==> src/rtl/video_format_qualifier_pkg.sv <==
// Package video_fmt_pkg: format code constants shared with the detector side,
// and the qualifier state encoding used by video_format_qualifier.
`timescale 1ns/1ps
package video_fmt_pkg;

    localparam logic [7:0] FMT_NONE    = 8'h00;
    localparam logic [7:0] FMT_576I50  = 8'h01;
    localparam logic [7:0] FMT_480I60  = 8'h02;
    localparam logic [7:0] FMT_576P50  = 8'h03;
    localparam logic [7:0] FMT_480P60  = 8'h04;
    localparam logic [7:0] FMT_1080I50 = 8'h0B;
    localparam logic [7:0] FMT_1080I60 = 8'h0C;
    localparam logic [7:0] FMT_720P50  = 8'h12;
    localparam logic [7:0] FMT_720P60  = 8'h13;

    typedef enum logic [1:0] {
        NOSIG = 2'd0,
        ACQ   = 2'd1,
        LOCK  = 2'd2
    } qual_state_e;

endpackage

==> src/rtl/video_format_qualifier_if.sv <==
// Format-change event handshake: one {old,new} event per committed change.
//   evt_valid   : event pending (producer)
//   evt_ready   : consumer accepts when evt_valid & evt_ready
//   evt_old     : committed format before the change
//   evt_new     : committed format after the change
//   evt_overrun : at least one further change was coalesced into this event
`timescale 1ns/1ps
interface video_format_qualifier_if;
    logic       evt_valid;
    logic       evt_ready;
    logic [7:0] evt_old;
    logic [7:0] evt_new;
    logic       evt_overrun;

    modport master (output evt_valid, output evt_old, output evt_new,
                    output evt_overrun, input evt_ready);
    modport slave  (input evt_valid, input evt_old, input evt_new,
                    input evt_overrun, output evt_ready);
endinterface

==> src/rtl/video_format_qualifier_frame_timer.sv <==
// vsync_frame_timer: falling-edge detect on the synchronized vsync, a one-shot
// frame_tick SAMPLE_DELAY cycles after each fall (a new fall restarts the delay),
// and a saturating vsync-timeout counter cleared on every fall.
// Ports: clk, rst (async active-high), vsync_sync (already synchronized),
//        frame_tick (comb from flops), vs_lost (counter == VSYNC_TIMEOUT).
// SAMPLE_DELAY must be >= 1.
`timescale 1ns/1ps
module vsync_frame_timer #(
    parameter int unsigned SAMPLE_DELAY  = 8,
    parameter int unsigned VSYNC_TIMEOUT = 2000000
) (
    input  logic clk,
    input  logic rst,
    input  logic vsync_sync,
    output logic frame_tick,
    output logic vs_lost
);
    localparam int DLY_W = $clog2(SAMPLE_DELAY + 1);
    localparam int TO_W  = $clog2(VSYNC_TIMEOUT + 1);
    localparam logic [DLY_W-1:0] DLY_LOAD = DLY_W'(SAMPLE_DELAY - 1);
    localparam logic [TO_W-1:0]  TO_MAX   = TO_W'(VSYNC_TIMEOUT);

    logic             vs_prev_q, vs_prev_d;
    logic             busy_q, busy_d;
    logic [DLY_W-1:0] dly_q, dly_d;
    logic [TO_W-1:0]  to_q, to_d;
    logic             fall_s;

    assign fall_s = vs_prev_q & ~vsync_sync;
    // A fall in the same cycle the delay expires restarts it, so only one tick results.
    assign frame_tick = busy_q & (dly_q == '0) & ~fall_s;
    assign vs_lost    = (to_q == TO_MAX);

    // Next-state for edge history, sample-delay one-shot and timeout counter.
    always_comb begin
        vs_prev_d = vsync_sync;
        if (fall_s) begin
            busy_d = 1'b1;
            dly_d  = DLY_LOAD;
        end else if (busy_q) begin
            busy_d = (dly_q != '0);
            dly_d  = (dly_q != '0) ? dly_q - DLY_W'(1) : dly_q;
        end else begin
            busy_d = busy_q;
            dly_d  = dly_q;
        end
        if (fall_s) begin
            to_d = '0;
        end else if (to_q != TO_MAX) begin
            to_d = to_q + TO_W'(1);
        end else begin
            to_d = to_q;
        end
    end

    // Timer state registers.
    always_ff @(posedge clk or posedge rst) begin
        if (rst) begin
            vs_prev_q <= 1'b0;
            busy_q    <= 1'b0;
            dly_q     <= '0;
            to_q      <= '0;
        end else begin
            vs_prev_q <= vs_prev_d;
            busy_q    <= busy_d;
            dly_q     <= dly_d;
            to_q      <= to_d;
        end
    end
endmodule

==> src/rtl/video_format_qualifier.sv <==
// video_format_qualifier: debounces the detector's raw format code, commits a
// format after STABLE_FRAMES identical per-frame samples, forces 0x00 on signal
// loss / vsync timeout, and reports each committed change as one {old,new} event.
// Ports: clk_50mhz_in, reset_in (async active-high), vsync_in / sample_in /
//        video_format_in (async inputs), format_out, locked_out,
//        change_count_out, evt (event handshake, master side).
// Optional feature macro: FORMAT_CHANGE_COUNTER_EN enables the 16-bit saturating
// committed-change counter; otherwise change_count_out is tied to zero.
`timescale 1ns/1ps
module video_format_qualifier
    import video_fmt_pkg::*;
#(
    parameter int unsigned STABLE_FRAMES = 4,
    parameter int unsigned VSYNC_TIMEOUT = 2000000,
    parameter int unsigned SAMPLE_DELAY  = 8
) (
    input  logic        clk_50mhz_in,
    input  logic        reset_in,
    input  logic        vsync_in,
    input  logic        sample_in,
    input  logic [7:0]  video_format_in,
    output logic [7:0]  format_out,
    output logic        locked_out,
    output logic [15:0] change_count_out,
    video_format_qualifier_if.master evt
);
    localparam logic [3:0] STAB_N = 4'(STABLE_FRAMES);

    logic        vs_s1_q, vs_s2_q, smp_s1_q, smp_s2_q;
    logic [7:0]  fmt_s1_q, fmt_s2_q;
    logic        frame_tick_s, vs_lost_s, lost_s, change_s, accept_s;
    logic [3:0]  stab_inc_s;

    qual_state_e state_q, state_d;
    logic [7:0]  cand_q, cand_d, format_q, format_d;
    logic [3:0]  stab_q, stab_d;
    logic        locked_q, locked_d;
    logic        evt_valid_q, evt_valid_d, evt_ovr_q, evt_ovr_d;
    logic [7:0]  evt_old_q, evt_old_d, evt_new_q, evt_new_d;

    // Two-flop synchronizers; the format bus is settled long before frame_tick samples it.
    always_ff @(posedge clk_50mhz_in or posedge reset_in) begin
        if (reset_in) begin
            vs_s1_q  <= 1'b0;
            vs_s2_q  <= 1'b0;
            smp_s1_q <= 1'b0;
            smp_s2_q <= 1'b0;
            fmt_s1_q <= 8'h00;
            fmt_s2_q <= 8'h00;
        end else begin
            vs_s1_q  <= vsync_in;
            vs_s2_q  <= vs_s1_q;
            smp_s1_q <= sample_in;
            smp_s2_q <= smp_s1_q;
            fmt_s1_q <= video_format_in;
            fmt_s2_q <= fmt_s1_q;
        end
    end

    vsync_frame_timer #(
        .SAMPLE_DELAY  (SAMPLE_DELAY),
        .VSYNC_TIMEOUT (VSYNC_TIMEOUT)
    ) u_timer (
        .clk        (clk_50mhz_in),
        .rst        (reset_in),
        .vsync_sync (vs_s2_q),
        .frame_tick (frame_tick_s),
        .vs_lost    (vs_lost_s)
    );

    assign lost_s     = ~smp_s2_q | vs_lost_s;
    assign stab_inc_s = stab_q + 4'd1;

    // Qualifier state machine; lost overrides any same-cycle frame_tick.
    always_comb begin
        state_d  = state_q;
        cand_d   = cand_q;
        stab_d   = stab_q;
        format_d = format_q;
        if (lost_s) begin
            state_d  = NOSIG;
            format_d = FMT_NONE;
            stab_d   = 4'd0;
        end else if (frame_tick_s) begin
            case (state_q)
                NOSIG: begin
                    if (fmt_s2_q != FMT_NONE) begin
                        cand_d = fmt_s2_q;
                        stab_d = 4'd1;
                        if (STAB_N == 4'd1) begin
                            format_d = fmt_s2_q;
                            state_d  = LOCK;
                        end else begin
                            state_d  = ACQ;
                        end
                    end else begin
                        state_d = NOSIG;
                    end
                end
                ACQ: begin
                    if (fmt_s2_q == FMT_NONE) begin
                        // Detector reports no format: NOSIG always shows 0x00.
                        state_d  = NOSIG;
                        format_d = FMT_NONE;
                        stab_d   = 4'd0;
                    end else if (fmt_s2_q == format_q) begin
                        // Committed format re-confirmed: the disturbance was transient.
                        state_d = LOCK;
                    end else if (fmt_s2_q == cand_q) begin
                        stab_d = stab_inc_s;
                        if (stab_inc_s >= STAB_N) begin
                            format_d = cand_q;
                            state_d  = LOCK;
                        end else begin
                            state_d  = ACQ;
                        end
                    end else begin
                        cand_d = fmt_s2_q;
                        stab_d = 4'd1;
                        if (STAB_N == 4'd1) begin
                            format_d = fmt_s2_q;
                            state_d  = LOCK;
                        end else begin
                            state_d  = ACQ;
                        end
                    end
                end
                LOCK: begin
                    if (fmt_s2_q != format_q) begin
                        cand_d = fmt_s2_q;
                        stab_d = 4'd1;
                        if (STAB_N == 4'd1) begin
                            format_d = fmt_s2_q;
                            state_d  = (fmt_s2_q == FMT_NONE) ? NOSIG : LOCK;
                        end else begin
                            state_d  = ACQ;
                        end
                    end else begin
                        state_d = LOCK;
                    end
                end
                default: begin
                    state_d  = NOSIG;
                    format_d = FMT_NONE;
                end
            endcase
        end else begin
            state_d = state_q;
        end
        locked_d = (state_d == LOCK);
    end

    assign change_s = (format_d != format_q);
    assign accept_s = evt_valid_q & evt.evt_ready;

    // Depth-1 event slot: a change into a full, unaccepted slot coalesces.
    always_comb begin
        evt_valid_d = evt_valid_q;
        evt_old_d   = evt_old_q;
        evt_new_d   = evt_new_q;
        evt_ovr_d   = evt_ovr_q;
        if (change_s) begin
            evt_valid_d = 1'b1;
            evt_new_d   = format_d;
            if (!evt_valid_q || accept_s) begin
                evt_old_d = format_q;
                evt_ovr_d = 1'b0;
            end else begin
                evt_ovr_d = 1'b1;
            end
        end else if (accept_s) begin
            evt_valid_d = 1'b0;
            evt_ovr_d   = 1'b0;
        end else begin
            evt_valid_d = evt_valid_q;
        end
    end

    // Qualifier and event registers.
    always_ff @(posedge clk_50mhz_in or posedge reset_in) begin
        if (reset_in) begin
            state_q     <= NOSIG;
            cand_q      <= 8'h00;
            stab_q      <= 4'd0;
            format_q    <= 8'h00;
            locked_q    <= 1'b0;
            evt_valid_q <= 1'b0;
            evt_old_q   <= 8'h00;
            evt_new_q   <= 8'h00;
            evt_ovr_q   <= 1'b0;
        end else begin
            state_q     <= state_d;
            cand_q      <= cand_d;
            stab_q      <= stab_d;
            format_q    <= format_d;
            locked_q    <= locked_d;
            evt_valid_q <= evt_valid_d;
            evt_old_q   <= evt_old_d;
            evt_new_q   <= evt_new_d;
            evt_ovr_q   <= evt_ovr_d;
        end
    end

`ifdef FORMAT_CHANGE_COUNTER_EN
    logic [15:0] cnt_q, cnt_d;

    // Saturating count of committed changes, forced 0x00 commits included.
    always_comb begin
        if (change_s && (cnt_q != 16'hFFFF)) begin
            cnt_d = cnt_q + 16'd1;
        end else begin
            cnt_d = cnt_q;
        end
    end

    // Change counter register.
    always_ff @(posedge clk_50mhz_in or posedge reset_in) begin
        if (reset_in) begin
            cnt_q <= 16'h0000;
        end else begin
            cnt_q <= cnt_d;
        end
    end

    assign change_count_out = cnt_q;
`else
    assign change_count_out = 16'h0000;
`endif

    assign format_out      = format_q;
    assign locked_out      = locked_q;
    assign evt.evt_valid   = evt_valid_q;
    assign evt.evt_old     = evt_old_q;
    assign evt.evt_new     = evt_new_q;
    assign evt.evt_overrun = evt_ovr_q;
endmodule

==> src/flat_wrapper.sv <==
// flat-port wrapper written by rule: the top's interface ports become plain ports
module video_format_qualifier_flat import video_fmt_pkg::*;
#(
    parameter int unsigned STABLE_FRAMES = 4,
    parameter int unsigned VSYNC_TIMEOUT = 2000000,
    parameter int unsigned SAMPLE_DELAY  = 8
)
  (clk_50mhz_in, reset_in, vsync_in, sample_in, video_format_in, format_out, locked_out, change_count_out, evt_evt_valid, evt_evt_old, evt_evt_new, evt_evt_overrun, evt_evt_ready);
  video_format_qualifier_if evt_i ();
  input  logic clk_50mhz_in;
  input  logic reset_in;
  input  logic vsync_in;
  input  logic sample_in;
  input  logic [7:0] video_format_in;
  output logic [7:0] format_out;
  output logic locked_out;
  output logic [15:0] change_count_out;
  output wire logic [$bits(evt_i.evt_valid)-1:0] evt_evt_valid;
  output wire logic [$bits(evt_i.evt_old)-1:0] evt_evt_old;
  output wire logic [$bits(evt_i.evt_new)-1:0] evt_evt_new;
  output wire logic [$bits(evt_i.evt_overrun)-1:0] evt_evt_overrun;
  input wire logic [$bits(evt_i.evt_ready)-1:0] evt_evt_ready;
  assign evt_evt_valid = evt_i.evt_valid;
  assign evt_evt_old = evt_i.evt_old;
  assign evt_evt_new = evt_i.evt_new;
  assign evt_evt_overrun = evt_i.evt_overrun;
  assign evt_i.evt_ready = evt_evt_ready;
  video_format_qualifier #(.STABLE_FRAMES(STABLE_FRAMES), .VSYNC_TIMEOUT(VSYNC_TIMEOUT), .SAMPLE_DELAY(SAMPLE_DELAY)) u_core (.clk_50mhz_in(clk_50mhz_in), .reset_in(reset_in), .vsync_in(vsync_in), .sample_in(sample_in), .video_format_in(video_format_in), .format_out(format_out), .locked_out(locked_out), .change_count_out(change_count_out), .evt(evt_i));
endmodule
==> config.mk <==
export PLATFORM = sky130hd
export DESIGN_NAME = video_format_qualifier_flat
export DESIGN_NICKNAME = d
export VERILOG_FILES = /design/src/rtl/video_format_qualifier_pkg.sv /design/src/rtl/video_format_qualifier_if.sv /design/src/rtl/video_format_qualifier_frame_timer.sv /design/src/rtl/video_format_qualifier.sv /design/src/flat_wrapper.sv
export SDC_FILE = /design/constraint.sdc
export NUM_CORES = 1
export LEC_CHECK = 0
export BUFFER_PORTS_ARGS = -buffer_cell sky130_fd_sc_hd__buf_2
export CORE_MARGIN = 2
export CORE_UTILIZATION = 54
export CTS_BUF_LIST = sky130_fd_sc_hd__clkbuf_8
export DETAILED_ROUTE_END_ITERATION = 7
export GPL_TIMING_DRIVEN = 0
export PLACE_DENSITY_LB_ADDON = 0.1
export SETUP_SLACK_MARGIN = 0.2
export SLEW_MARGIN = 30
export SYNTH_ARGS = -nofsm -noshare
export SYNTH_HDL_FRONTEND = slang
export SYNTH_SLANG_ARGS = --single-unit
==> constraint.sdc <==
create_clock -name clk_50mhz_in -period 2.65 [get_ports clk_50mhz_in]
set_input_delay 0.53 -clock clk_50mhz_in [delete_from_list [all_inputs] [get_ports clk_50mhz_in]]
set_output_delay 0.53 -clock clk_50mhz_in [all_outputs]
set_load 0.01 [all_outputs]
==> flow_summary.toml, run 1 <==
[timing]
setup_slack_ns = -0.0553
fin_crit_sh = 1.02
hold_ws_ns = 0.119
period_minus_slack_ns = 2.71
max_freq_mhz = 370
setup_violations = 16
skew_ns = 0.0119
slew_viol_final = 0
hold_viol_final = 0
grt_setup_unrepaired = "true"

[critical_path]
crit_chain = "inv_2 -> ha_1 -> nor4b_1 -> a41o_2 -> or4b_4 -> o31ai_4 -> a21oi_4 -> a32o_2 -> buf_8 -> mux2_4"
worstPathArrival_ns = 2.95
crit_family = "compound AO/OA/AOI/OAI gates"
endpoint_kind = "register"
path_class = "reg2reg"
cp_slowest_stage_delay_ns = 0.57
slowest_stage = "or4b_4"
worst-path-buf-inv = 2
critPathMaxFanout = 8
start_kind = "register"
critical_path_required_ns = 2.90

[yosys]
yosysTopAreaCell = "dfrtp_1"
synthTopCellsByCount = "88 x dfrtp_1, 32 x nor2_1, 28 x nand2_1"
ys_warn_count = 0
yosysSeqAreaShare = 0.500
synthArstFlopShare = 1.00
synth-seq-cells = 88
avgSynthCellArea_um2 = 10.7
synth_top_flop_cell = "dfrtp_1"
synthDistinctLibCells = 60
synth.area.top_cells = "dfrtp_1 50%, mux2_2 4.3%, xor2_1 3.4%"
syn_inst = 412
synth.most_common_cell = "dfrtp_1"
synth_edf_count = 0
synth_top_area_frac = 0.500
synth_area_um2 = 4410

[pwr]
power.leakage_nw = 2.63
power.density_nw_per_um2 = 597
ir_worst_vdd_mv = 0.548
power_mw = 3.34

[cts]
clk_pin_slew_ns = 0.09
cts_max_level = 3
cts_root_buf = "clkbuf_8"
cts_buffer_depth = 2
tritoncts = "yes"
clkLatencyLatePin_ns = 0.36
cts_buffers = 9
ctsHoldBuffers = 0
clock_sinks = 88

[floorplan]
io_pins = 56
design.core.area_um2 = 7810
die-area_um2 = 8900
rows = 32
die_w_um = 94.4
die_height_um = 94.4
initial_core_util = 0.565

[global_routing]
grt_max_degree = 32
overflow = 0
antenna_found_initial = 0
grt_pass1_vias = 3146
grt_util_all_layers = 0.222
grt_pass1_wl_mm = 15.2

[flow_run]
drv_cap = 0

[layout]
fin_util = 0.717
num_antenna_cells = 0
layout-drive-gt1-share = 0.382
fillerInstances = 600
synthToLayoutAreaGrowth_pct = 27.0
final_cells = 615
fin_nets = 530

[outcome]
status = "finished with violations"
violations = "negative setup slack"

[hold_path]
min_path_type = "in2async"

[detailed_routing]
dr.first_iter.drc_count = 274
wl_per_cell_um = 15.8
viasPerCell = 5.64
dr_total_vias = 3469
ant_nets = 0
routed_wl_mm = 9.73
drc = 0
firstDrtPassIters = 5

[place]
numPortBuffers = 39
hpwl_mm = 6.45
placed_cells = 571
gp_congestion = 0.898
place_ws_ns = -0.201
## path summary, 6_finish.rpt
path                                         from                endpoint  slack [ns]  depth (start not counted)
max                        u_core.u_timer.to_q[1]   u_core.evt.evt_old[2]       -0.06                         10
min                                      reset_in  u_core.u_timer.to_q[8]        0.12                          2
max reg2reg                u_core.u_timer.to_q[1]   u_core.evt.evt_old[2]       -0.06                         10
min reg2reg                    u_core.fmt_s1_q[3]      u_core.fmt_s2_q[3]        0.35                          0
max in group asynchronous                reset_in        u_core.cand_q[5]        2.07                          3
min in group clk_50mhz_in      video_format_in[5]      u_core.fmt_s1_q[5]        0.26                          1
## report_power, final
group          switching (mW)  internal, mW  leakage (nW)  total, mW
Sequential              0.156          1.46          1.13       1.62
Combinational           0.332         0.338          1.39      0.670
Clock                   0.505         0.544         0.116       1.05
Total                   0.993          2.35          2.63       3.34
## layer usage
metal  GRT usage  routed length (µm)  vias to the layer above
met1       0.322                4550                     1697
met3      0.0527                 586                       11
met2       0.333                4490                      134
met4      0.0688                 106                        0
li1            -                   -                     1627
met5           0                   0                        -
## repair_timing
item	4_1_cts	5_1_grt
setup endpoints to repair	28	36
buffers inserted	13	15
gates cloned	0	0
pin swaps	14	18
gates resized for setup	34	42
## cells by family after synthesis
logic type | share of synthesized area
buffers and inverters | 0.0573
adders and majority gates | 0.0255
AOI/OAI and AO/OA | 0.119
DFF | 0.500
xor gates and xnor gates | 0.0656
muxes | 0.0729
other | 0.000851
and+or+nand+nor | 0.159
## registers in the layout (all words and copies together) (netlist names)
| signal | count |
|---|---|
| u_core.u_timer.to_q | 21 |
| u_core.cand_q | 8 |
| u_core.evt.evt_new | 8 |
| u_core.evt.evt_old | 8 |
| u_core.fmt_s1_q | 8 |
| u_core.fmt_s2_q | 8 |
| u_core.format_out | 8 |
| u_core.stab_q | 4 |
| u_core.u_timer.dly_q | 4 |
| u_core.state_q | 2 |
| u_core.evt.evt_overrun | 1 |
| u_core.evt.evt_valid | 1 |
| u_core.locked_out | 1 |
| u_core.smp_s1_q | 1 |
| u_core.smp_s2_q | 1 |
| u_core.u_timer.busy_q | 1 |
| u_core.u_timer.vs_prev_q | 1 |
| u_core.vs_s1_q | 1 |
| u_core.vs_s2_q | 1 |
## layout make-up
cell class	count	area [µm²]	share of cell area
multi-input combinational	295	2260	0.403
sequential	88	2220	0.397
timing repair buffer	70	488	0.0872
buffer	27	205	0.0367
tap	102	128	0.0228
clock buffer	9	124	0.0221
clock inverter	7	103	0.0183
inverter	17	67.6	0.0121
## cells in the final DEF (no fill, tap or decap), drive strengths merged, types with 6 or more instances in the layout
cell,n
conb,16
mux2,25
xnor2,16
nand4,6
nand3,12
nor3,6
a21oi,21
buf,91
nand2,28
and3,10
clkbuf,15
ha,9
o21ai,19
inv,19
dfrtp,88
xor2,17
nor2,34
or3,9
nor2b,6
## stage by stage
stage          area (µm²)  TNS (ns)
5_1_grt              5600     -2.19
6_report             5600    -0.658
3_5_place_dp         4870     -2.88
2_1_floorplan        4480         0
3_3_place_gp         4810     -3.01
4_1_cts              5330     -1.21
No activity file was read; power rests on OpenSTA's default activity.
==> inputs of run 2 (changes only) <==
--- a/config.mk
+++ b/config.mk
@@ -11,7 +11,7 @@
 export CTS_BUF_LIST = sky130_fd_sc_hd__clkbuf_8
 export DETAILED_ROUTE_END_ITERATION = 7
 export GPL_TIMING_DRIVEN = 0
-export PLACE_DENSITY_LB_ADDON = 0.1
+export PLACE_DENSITY = 0.78
 export SETUP_SLACK_MARGIN = 0.2
 export SLEW_MARGIN = 30
 export SYNTH_ARGS = -nofsm -noshare
==> run 2 against run 1 <==
  * Clock skew decreased by 0.0018 ns
  * Die area unchanged
  * The run still ends with negative setup slack left
  * Worst setup slack got worse by 0.060 ns
  * Highest routed layer unchanged
  * Non-clock buffer count decreased by 3
  * Via count decreased by 1.4%
  * Clock power decreased by 6%
  * Total power decreased by 4.0%
  * Largest cell class is now flip-flops and latches
  * Critical path depth unchanged
  * Maximum frequency decreased by 2.2%
  * Global-route usage decreased by 0.33 points
  * Design area decreased by 1.8%
==> flow_summary.toml, run 2 (synthesized netlist as in run 1, its figures left out) <==
[outcome]
status = "finished with violations"
violations = "negative setup slack"

[critical_path]
endpoint_kind = "register"
start_kind = "register"
crit_family = "simple AND/OR/NAND/NOR gates"
cp_slowest_stage_delay_ns = 0.46
critPathMaxFanout = 8
worst-path-buf-inv = 2
slowest_stage = "dfrtp_2"
critical_path_required_ns = 2.91
crit_chain = "xnor2_1 -> nand4_1 -> or3_1 -> buf_6 -> o41ai_2 -> and3_4 -> a211oi_4 -> a32o_2 -> buf_8 -> mux2_4"
path_class = "reg2reg"
worstPathArrival_ns = 3.03

[hold_path]
min_path_type = "in2async"

[timing]
skew_ns = 0.0101
grt_setup_unrepaired = "true"
max_freq_mhz = 362
hold_viol_final = 0
setup_slack_ns = -0.115
hold_ws_ns = 0.200
fin_crit_sh = 1.04
slew_viol_final = 0
setup_violations = 17
worst_pin_slew_ns = 0.528
slew_headroom = 0.647
period_minus_slack_ns = 2.77

[global_routing]
overflow = 0
grt_pass1_vias = 3279
grt_util_all_layers = 0.219
grt_pass1_wl_mm = 15.4
antenna_found_initial = 0
grt_max_degree = 29

[floorplan]
io_pins = 56
die_w_um = 94.4
die_height_um = 94.4
die-area_um2 = 8900
rows = 32
design.core.area_um2 = 7810
initial_core_util = 0.565

[layout]
synthToLayoutAreaGrowth_pct = 24.8
num_antenna_cells = 0
largest_reg_flops = 21
final_common_cell = "dfrtp_1"
top_register = "u_core.u_timer.to_q"
fin_nets = 527
fin_util = 0.704
final_cell_mix = "72 x dfrtp_1, 41 x buf_4, 39 x buf_2"
layout-drive-gt1-share = 0.367
final_cells = 612
fin_area_um2 = 5500
fillerInstances = 557

[cts]
clk_pin_slew_ns = 0.10
cts_buffer_depth = 2
clock_sinks = 88
cts_buffers = 9
clkLatencyLatePin_ns = 0.37
cts_root_buf = "clkbuf_8"
tritoncts = "yes"
cts_max_level = 3

[pwr]
power.leakage_nw = 2.58
ir_worst_vdd_mv = 0.517
power.density_nw_per_um2 = 583

[detailed_routing]
dr_total_vias = 3422
drc = 0
wl_per_cell_um = 15.3
firstDrtPassIters = 5
viasPerCell = 5.59
ant_nets = 0
dr.first_iter.drc_count = 225
routed_wl_mm = 9.38

[place]
placed_area_um2 = 4880
numPortBuffers = 39
hpwl_mm = 6.33
placed_cells = 571
gp_congestion = 0.918

[flow_run]
drv_cap = 0
## run 2: layer usage
layer,global-route usage,wire [µm]
met5,0,0
met3,0.0335,644
met4,0.0833,162
met2,0.353,4490
met1,0.300,4080
## run 2: through the flow
stage	worst slack, ns	TNS (ns)	power, mW
detailed placement	-0.242	-3.48	2.12
global route	-0.286	-4.01	3.38
CTS	-0.114	-1.41	3.15
finish	-0.115	-1.09	3.21
floorplan	0.109	0	1.98
global placement	-0.178	-2.27	2.09
## run 2: area by class of cell
class                      count  area [µm²]  share of cell area
sequential                    88        2220               0.404
multi-input combinational    295        2210               0.401
timing repair buffer          67         458              0.0833
buffer                        27         205              0.0373
tap                          102         128              0.0232
clock buffer                   9         124              0.0225
clock inverter                 7        87.6              0.0159
inverter                      17        67.6              0.0123
## run 2: path summary, 6_finish.rpt
| path | endpoint | slack [ns] | depth (start not counted) | startpoint |
|---|---|---|---|---|
| min reg2reg | u_core.fmt_s2_q[1] | 0.35 | 0 | u_core.fmt_s1_q[1] |
| max reg2reg | u_core.evt.evt_old[5] | -0.12 | 10 | u_core.cand_q[0] |
| max in group asynchronous | u_core.format_out[2] | 1.94 | 3 | reset_in |
| min | u_core.u_timer.to_q[16] | 0.20 | 2 | reset_in |
| max | u_core.evt.evt_old[5] | -0.12 | 10 | u_core.cand_q[0] |
| min in group clk_50mhz_in | u_core.fmt_s1_q[4] | 0.26 | 1 | video_format_in[4] |
## run 2: worst reg2reg max path: stages, from the launching register on
cell	delay (ns)
dfrtp_2	0.46
xnor2_1	0.17
nand4_1	0.17
or3_1	0.39
buf_6	0.16
o41ai_2	0.29
and3_4	0.25
a211oi_4	0.04
a32o_2	0.28
buf_8	0.15
mux2_4	0.30
## run 2: timing repair
item                                    in CTS  in global routing
endpoints found under the setup margin      28                 35
hold buffers                                 0                  0
pin swaps                                    9                 19
gates resized for setup                     27                 35
setup buffers                               10                 15
## run 2: where the power goes
group          total [mW]  leakage [nW]  internal, mW  switching (mW)
clock network       0.988         0.102         0.458           0.530
logic               0.595          1.35         0.306           0.288
registers            1.62          1.13          1.47           0.159
total                3.21          2.58          2.23           0.977
